--- src/rtl/ahb_lite_master.sv ---
// AHB-Lite initiator: valid/ready command stream to pipelined zero-wait-state transfers.
// Optional build macro AHB_MASTER_ERR_HALT_EN: halt command acceptance after an errored response.
module ahb_lite_master #(
  parameter int ADDR_WIDTH = 4,
  parameter int DATA_WIDTH = 16
) (
  input  logic                  clk,
  input  logic                  n_rst,
  input  logic                  cmd_valid,
  output logic                  cmd_ready,
  input  logic                  cmd_write,
  input  logic [ADDR_WIDTH-1:0] cmd_addr,
  input  logic                  cmd_size,
  input  logic [DATA_WIDTH-1:0] cmd_wdata,
  input  logic                  err_clear,
  output logic                  rsp_valid,
  output logic                  rsp_write,
  output logic [ADDR_WIDTH-1:0] rsp_addr,
  output logic [DATA_WIDTH-1:0] rsp_rdata,
  output logic                  rsp_error,
  output logic                  busy,
  output logic                  hsel,
  output logic [ADDR_WIDTH-1:0] haddr,
  output logic                  hsize,
  output logic [1:0]            htrans,
  output logic                  hwrite,
  output logic [DATA_WIDTH-1:0] hwdata,
  input  logic [DATA_WIDTH-1:0] hrdata,
  input  logic                  hresp
);

  typedef enum logic [0:0] {ST_RUN = 1'b0, ST_HALT = 1'b1} state_t;

  localparam logic [1:0] HTRANS_IDLE   = 2'b00;
  localparam logic [1:0] HTRANS_NONSEQ = 2'b10;

  function automatic logic is_misaligned(input logic size, input logic [ADDR_WIDTH-1:0] addr);
    return size & addr[0];
  endfunction

  state_t                state_r, state_nxt_s;
  logic                  accept_s, cmd_mis_s;
  logic                  ap_valid_r, ap_write_r, ap_mis_r;
  logic [ADDR_WIDTH-1:0] ap_addr_r;
  logic [DATA_WIDTH-1:0] ap_wdata_r;
  logic                  dp_valid_r, dp_write_r, dp_mis_r;
  logic [ADDR_WIDTH-1:0] dp_addr_r;
  logic                  dp_issued_s, dp_err_s;
  logic [DATA_WIDTH-1:0] dp_rdata_s;

  assign cmd_ready   = (state_r == ST_RUN);
  assign accept_s    = cmd_valid & cmd_ready;
  assign cmd_mis_s   = is_misaligned(cmd_size, cmd_addr);
  assign busy        = ap_valid_r | dp_valid_r;
  // A misaligned slot never reaches the bus, so hresp/hrdata are meaningless for it.
  assign dp_issued_s = dp_valid_r & ~dp_mis_r;
  assign dp_err_s    = dp_mis_r | (dp_issued_s & hresp);
  assign dp_rdata_s  = (dp_issued_s && !dp_write_r && !hresp) ? hrdata : {DATA_WIDTH{1'b0}};

  // Address-phase slot and registered bus address-phase outputs.
  always_ff @(posedge clk or negedge n_rst) begin
    if (!n_rst) begin
      ap_valid_r <= 1'b0;
      ap_write_r <= 1'b0;
      ap_mis_r   <= 1'b0;
      ap_addr_r  <= {ADDR_WIDTH{1'b0}};
      ap_wdata_r <= {DATA_WIDTH{1'b0}};
      hsel       <= 1'b0;
      htrans     <= HTRANS_IDLE;
      haddr      <= {ADDR_WIDTH{1'b0}};
      hsize      <= 1'b0;
      hwrite     <= 1'b0;
    end else if (accept_s) begin
      ap_valid_r <= 1'b1;
      ap_write_r <= cmd_write;
      ap_mis_r   <= cmd_mis_s;
      ap_addr_r  <= cmd_addr;
      ap_wdata_r <= cmd_wdata;
      hsel       <= ~cmd_mis_s;
      htrans     <= cmd_mis_s ? HTRANS_IDLE : HTRANS_NONSEQ;
      haddr      <= cmd_mis_s ? {ADDR_WIDTH{1'b0}} : cmd_addr;
      hsize      <= cmd_mis_s ? 1'b0 : cmd_size;
      hwrite     <= cmd_mis_s ? 1'b0 : cmd_write;
    end else begin
      ap_valid_r <= 1'b0;
      ap_mis_r   <= 1'b0;
      hsel       <= 1'b0;
      htrans     <= HTRANS_IDLE;
      haddr      <= {ADDR_WIDTH{1'b0}};
      hsize      <= 1'b0;
      hwrite     <= 1'b0;
    end
  end

  // Data-phase slot; hwdata only changes for an issued write.
  always_ff @(posedge clk or negedge n_rst) begin
    if (!n_rst) begin
      dp_valid_r <= 1'b0;
      dp_write_r <= 1'b0;
      dp_mis_r   <= 1'b0;
      dp_addr_r  <= {ADDR_WIDTH{1'b0}};
      hwdata     <= {DATA_WIDTH{1'b0}};
    end else begin
      dp_valid_r <= ap_valid_r;
      dp_write_r <= ap_write_r;
      dp_mis_r   <= ap_mis_r;
      dp_addr_r  <= ap_addr_r;
      if (ap_valid_r && !ap_mis_r && ap_write_r) begin
        hwdata <= ap_wdata_r;
      end
    end
  end

  // Response register: one pulse per completed data phase.
  always_ff @(posedge clk or negedge n_rst) begin
    if (!n_rst) begin
      rsp_valid <= 1'b0;
      rsp_write <= 1'b0;
      rsp_addr  <= {ADDR_WIDTH{1'b0}};
      rsp_rdata <= {DATA_WIDTH{1'b0}};
      rsp_error <= 1'b0;
    end else if (dp_valid_r) begin
      rsp_valid <= 1'b1;
      rsp_write <= dp_write_r;
      rsp_addr  <= dp_addr_r;
      rsp_rdata <= dp_rdata_s;
      rsp_error <= dp_err_s;
    end else begin
      rsp_valid <= 1'b0;
      rsp_write <= 1'b0;
      rsp_addr  <= {ADDR_WIDTH{1'b0}};
      rsp_rdata <= {DATA_WIDTH{1'b0}};
      rsp_error <= 1'b0;
    end
  end

  // Run/halt state register.
  always_ff @(posedge clk or negedge n_rst) begin
    if (!n_rst) begin
      state_r <= ST_RUN;
    end else begin
      state_r <= state_nxt_s;
    end
  end

`ifdef AHB_MASTER_ERR_HALT_EN
  // Halt on the edge an errored response is registered; a new error outranks err_clear.
  always_comb begin
    state_nxt_s = state_r;
    case (state_r)
      ST_RUN: begin
        if (dp_valid_r && dp_err_s) begin
          state_nxt_s = ST_HALT;
        end else begin
          state_nxt_s = ST_RUN;
        end
      end
      ST_HALT: begin
        if (err_clear && !(dp_valid_r && dp_err_s)) begin
          state_nxt_s = ST_RUN;
        end else begin
          state_nxt_s = ST_HALT;
        end
      end
      default: state_nxt_s = ST_RUN;
    endcase
  end
`else
  logic unused_err_clear_s;
  assign unused_err_clear_s = err_clear;

  // Without halting, the master always runs.
  always_comb begin
    state_nxt_s = ST_RUN;
    case (state_r)
      ST_RUN:  state_nxt_s = ST_RUN;
      default: state_nxt_s = ST_RUN;
    endcase
  end
`endif

endmodule

--- config.mk ---
export PLATFORM = sky130hd
export DESIGN_NAME = ahb_lite_master
export DESIGN_NICKNAME = d
export VERILOG_FILES = /design/src/rtl/ahb_lite_master.sv
export SDC_FILE = /design/constraint.sdc
export NUM_CORES = 1
export LEC_CHECK = 0
export CORE_MARGIN = 2
export CORE_UTILIZATION = 29
export CTS_BUF_LIST = sky130_fd_sc_hd__clkbuf_8
export DETAILED_ROUTE_END_ITERATION = 12
export GPL_ROUTABILITY_DRIVEN = 0
export SYNTH_ARGS = -nofsm -noshare
export SYNTH_HDL_FRONTEND = slang
export SYNTH_SLANG_ARGS = --single-unit
--- constraint.sdc ---
create_clock -name clk -period 3.39 [get_ports clk]
set_input_delay 0.8475 -clock clk [delete_from_list [all_inputs] [get_ports clk]]
set_output_delay 0.8475 -clock clk [all_outputs]
set_load 0.005 [all_outputs]
==> metrics.cfg <==
[yosys]
ys_top_cells_by_count = 76 x dfrtp_1, 32 x mux2_2, 18 x and2_2
yosys-top-cells-area = dfrtp_1 72%, mux2_2 14%, and2_2 5.1%
synthesis.nets = 209
synthXorXnorAreaFrac = 0
synth_fa_ha_area_frac = 0
async_flop_share = 1.00
synth_ff_type = dfrtp_1
synth_top_area_share = 0.718
synthMuxAreaShare = 0.136
syn_area_mm2 = 0.00265
synth_compound_area_frac = 0.0227
yosysTopAreaCell = dfrtp_1
synth_edf_count = 0
avgSynthCellArea_um2 = 16.0
synthCells = 166
yosys_warnings = 0
synth.most_common_cell = dfrtp_1
yosysSeqAreaShare = 0.718
synth_top_family_by_area = multiplexers
synth-simple-area-share = 0.0911
synth_cell_type_count = 20
ys_ff_latch = 76

[hold_path]
hold_path_class = reg2reg
min_from = ap_addr_r[3]

[sta]
max_slew_margin = 0.376
hold_viol_final = 0
finalSetupViolCount = 0
rsz0062_at_grt = false
skew_ns = 0.00838
fin_setup_tns_ns = 0
fin_crit_sh = 0.720
max_freq_mhz = 410
hold_slack_ns = 0.373
drv_slew = 0
tightestPinTransition_ns = 0.937
min_period_ns = 2.44

[cells_and_area]
final_area_mm2 = 0.00380
fin_util = 0.432
nets = 302
area_growth_pct = 43.5
fill_cells = 835
num_antenna_cells = 0
drive_above_1_share = 0.269

[routing]
vias = 1584
firstDrtPassIters = 4
wl_mm = 4.99
route.detailed.drc = 0
vias_per_cell = 4.26
antenna_left = 0
first_iter_violations = 36
wire_per_inst_um = 13.4

[placement]
dpl.hpwl_mm = 3.16
place.port_buffers = 89
place_area_mm2 = 0.00362

[global_route]
antenna_found_initial = 0
overflow = 0
grt_start_max_net_pins = 77
grt_pass1_wl_mm = 8.05
grt.total_usage = 0.107
grt_pass1_vias = 1580

[clock_tree]
numCtsBuffers = 9
postCtsHoldBufs = 0
cts_setup_buffers = 0
htreeDepth = 3
clock-sinks = 76
clock_path_buffers = 2
cts-root-buf = clkbuf_8
clk_pin_slew_ns = 0.09
insertion_delay_ns = 0.35
cts_resized = 0
cts_tree = done

[worst_setup_path]
critical_path.max_stage_delay_ns = 0.47
crit_arrival_ns = 1.59
worstSetupStartpointType = flop
crit_family = flip-flops
crit_fanout = 9
worstPathCellList = or2_2 -> clkdlybuf4s50_1
r2r_start = dp_valid_r
worst_path_max_delay_cell = dfrtp_1
critical_path.startpoint = dp_valid_r
endpoint_kind = output pin
required_ns = 2.54
critPathKind = reg2out
cp_num_buf_inv = 1

[run]
maxCapViolCount = 0

[power]
power.internal_uw = 1500
cellLeakagePower_uw = 0.00169
pwr-share-clk = 0.319
pwr-share-comb = 0.159
p_sw_uw = 506
swShare = 0.252
p_total_uw = 2010
power_density_mw_per_mm2 = 528
peakVddDrop_v = 0.000258
p_seq_frac = 0.522

[floorplan]
die_w_um = 99.6
initial_core_util = 0.301
io_pins = 93
die_h_um = 99.6
core_area_mm2 = 0.00881
die_area_mm2 = 0.00992
rows = 34

[outcome]
outcome = complete, no violations

worst paths after layout:
check	end	slack (ns)	depth (start not counted)
worst max-delay path	busy	0.95	2
worst min-delay path	dp_addr_r[3]	0.37	0
worst max register to register	rsp_rdata[3]	2.01	2
worst min register to register	dp_addr_r[3]	0.37	0
max in group asynchronous	hwdata[6]	2.15	1
min in group asynchronous	rsp_rdata[7]	0.64	1
cells by family after synthesis:
logic type             Yosys count
DFF                             76
muxes                           32
and+or+nand+nor                 32
buffers and inverters           13
AOI/OAI and AO/OA               11
other                            2
power by group through the flow:
stage | sequential [uW] | clock, uW | combinational [uW]
3_3_place_gp | 1070 | 0 | 323
3_5_place_dp | 1070 | 0 | 327
5_1_grt | 1060 | 720 | 349
6_report | 1050 | 641 | 320
4_1_cts | 1050 | 674 | 328
2_1_floorplan | 1070 | 0 | 103
area by class of cell:
class | instances | area (um2) | area share
Sequential cell | 76 | 1900 | 0.500
Multi-Input combinational cell | 77 | 669 | 0.176
Clock buffer | 9 | 124 | 0.0326
Clock inverter | 7 | 58.8 | 0.0155
Inverter | 5 | 18.8 | 0.00493
Timing Repair Buffer | 90 | 896 | 0.236
Tap cell | 108 | 135 | 0.0355
sequential cells by signal, summed over array words and instances, names as in the netlist, 4 cells and up:
signal,flops
hwdata,16
rsp_rdata,16
rsp_addr,4
ap_addr_r,4
haddr,4
ap_wdata_r,16
dp_addr_r,4
stage by stage:
stage,cells,setup WS [ns]
global route,372,0.844
finish,372,0.949
CTS,372,0.907
floorplan,166,1.83
global placement,356,1.17
detailed placement,356,1.14
placed cells by master, fill, tap and decap left out:
cell / count
a21boi_0: 1
a21oi_1: 4
and2_1: 3
and2_2: 18
and3_1: 1
and3b_1: 1
buf_4: 2
clkbuf_8: 9
clkdlybuf4s50_1: 88
clkinv_2: 1
clkinv_4: 2
clkinvlp_4: 1
conb_1: 2
dfrtp_1: 76
inv_1: 5
inv_6: 2
inv_8: 1
mux2_2: 32
nand2_1: 5
nand3b_4: 1
nor2_1: 1
nor4b_4: 1
o21a_1: 1
o21ai_0: 5
or2_2: 1
routing by layer:
layer / part of all wire / wire [um] / GRT usage / vias to the layer above
met1: 0.45 / 2270 / 0.128 / 781
met2: 0.46 / 2300 / 0.167 / 72
met4: 0.0084 / 42 / 0.0474 / 0
met5: 0 / 0 / 0 / -
met3: 0.076 / 378 / 0.0471 / 4
li1: - / - / - / 727
(Power assumes the default switching activity.)
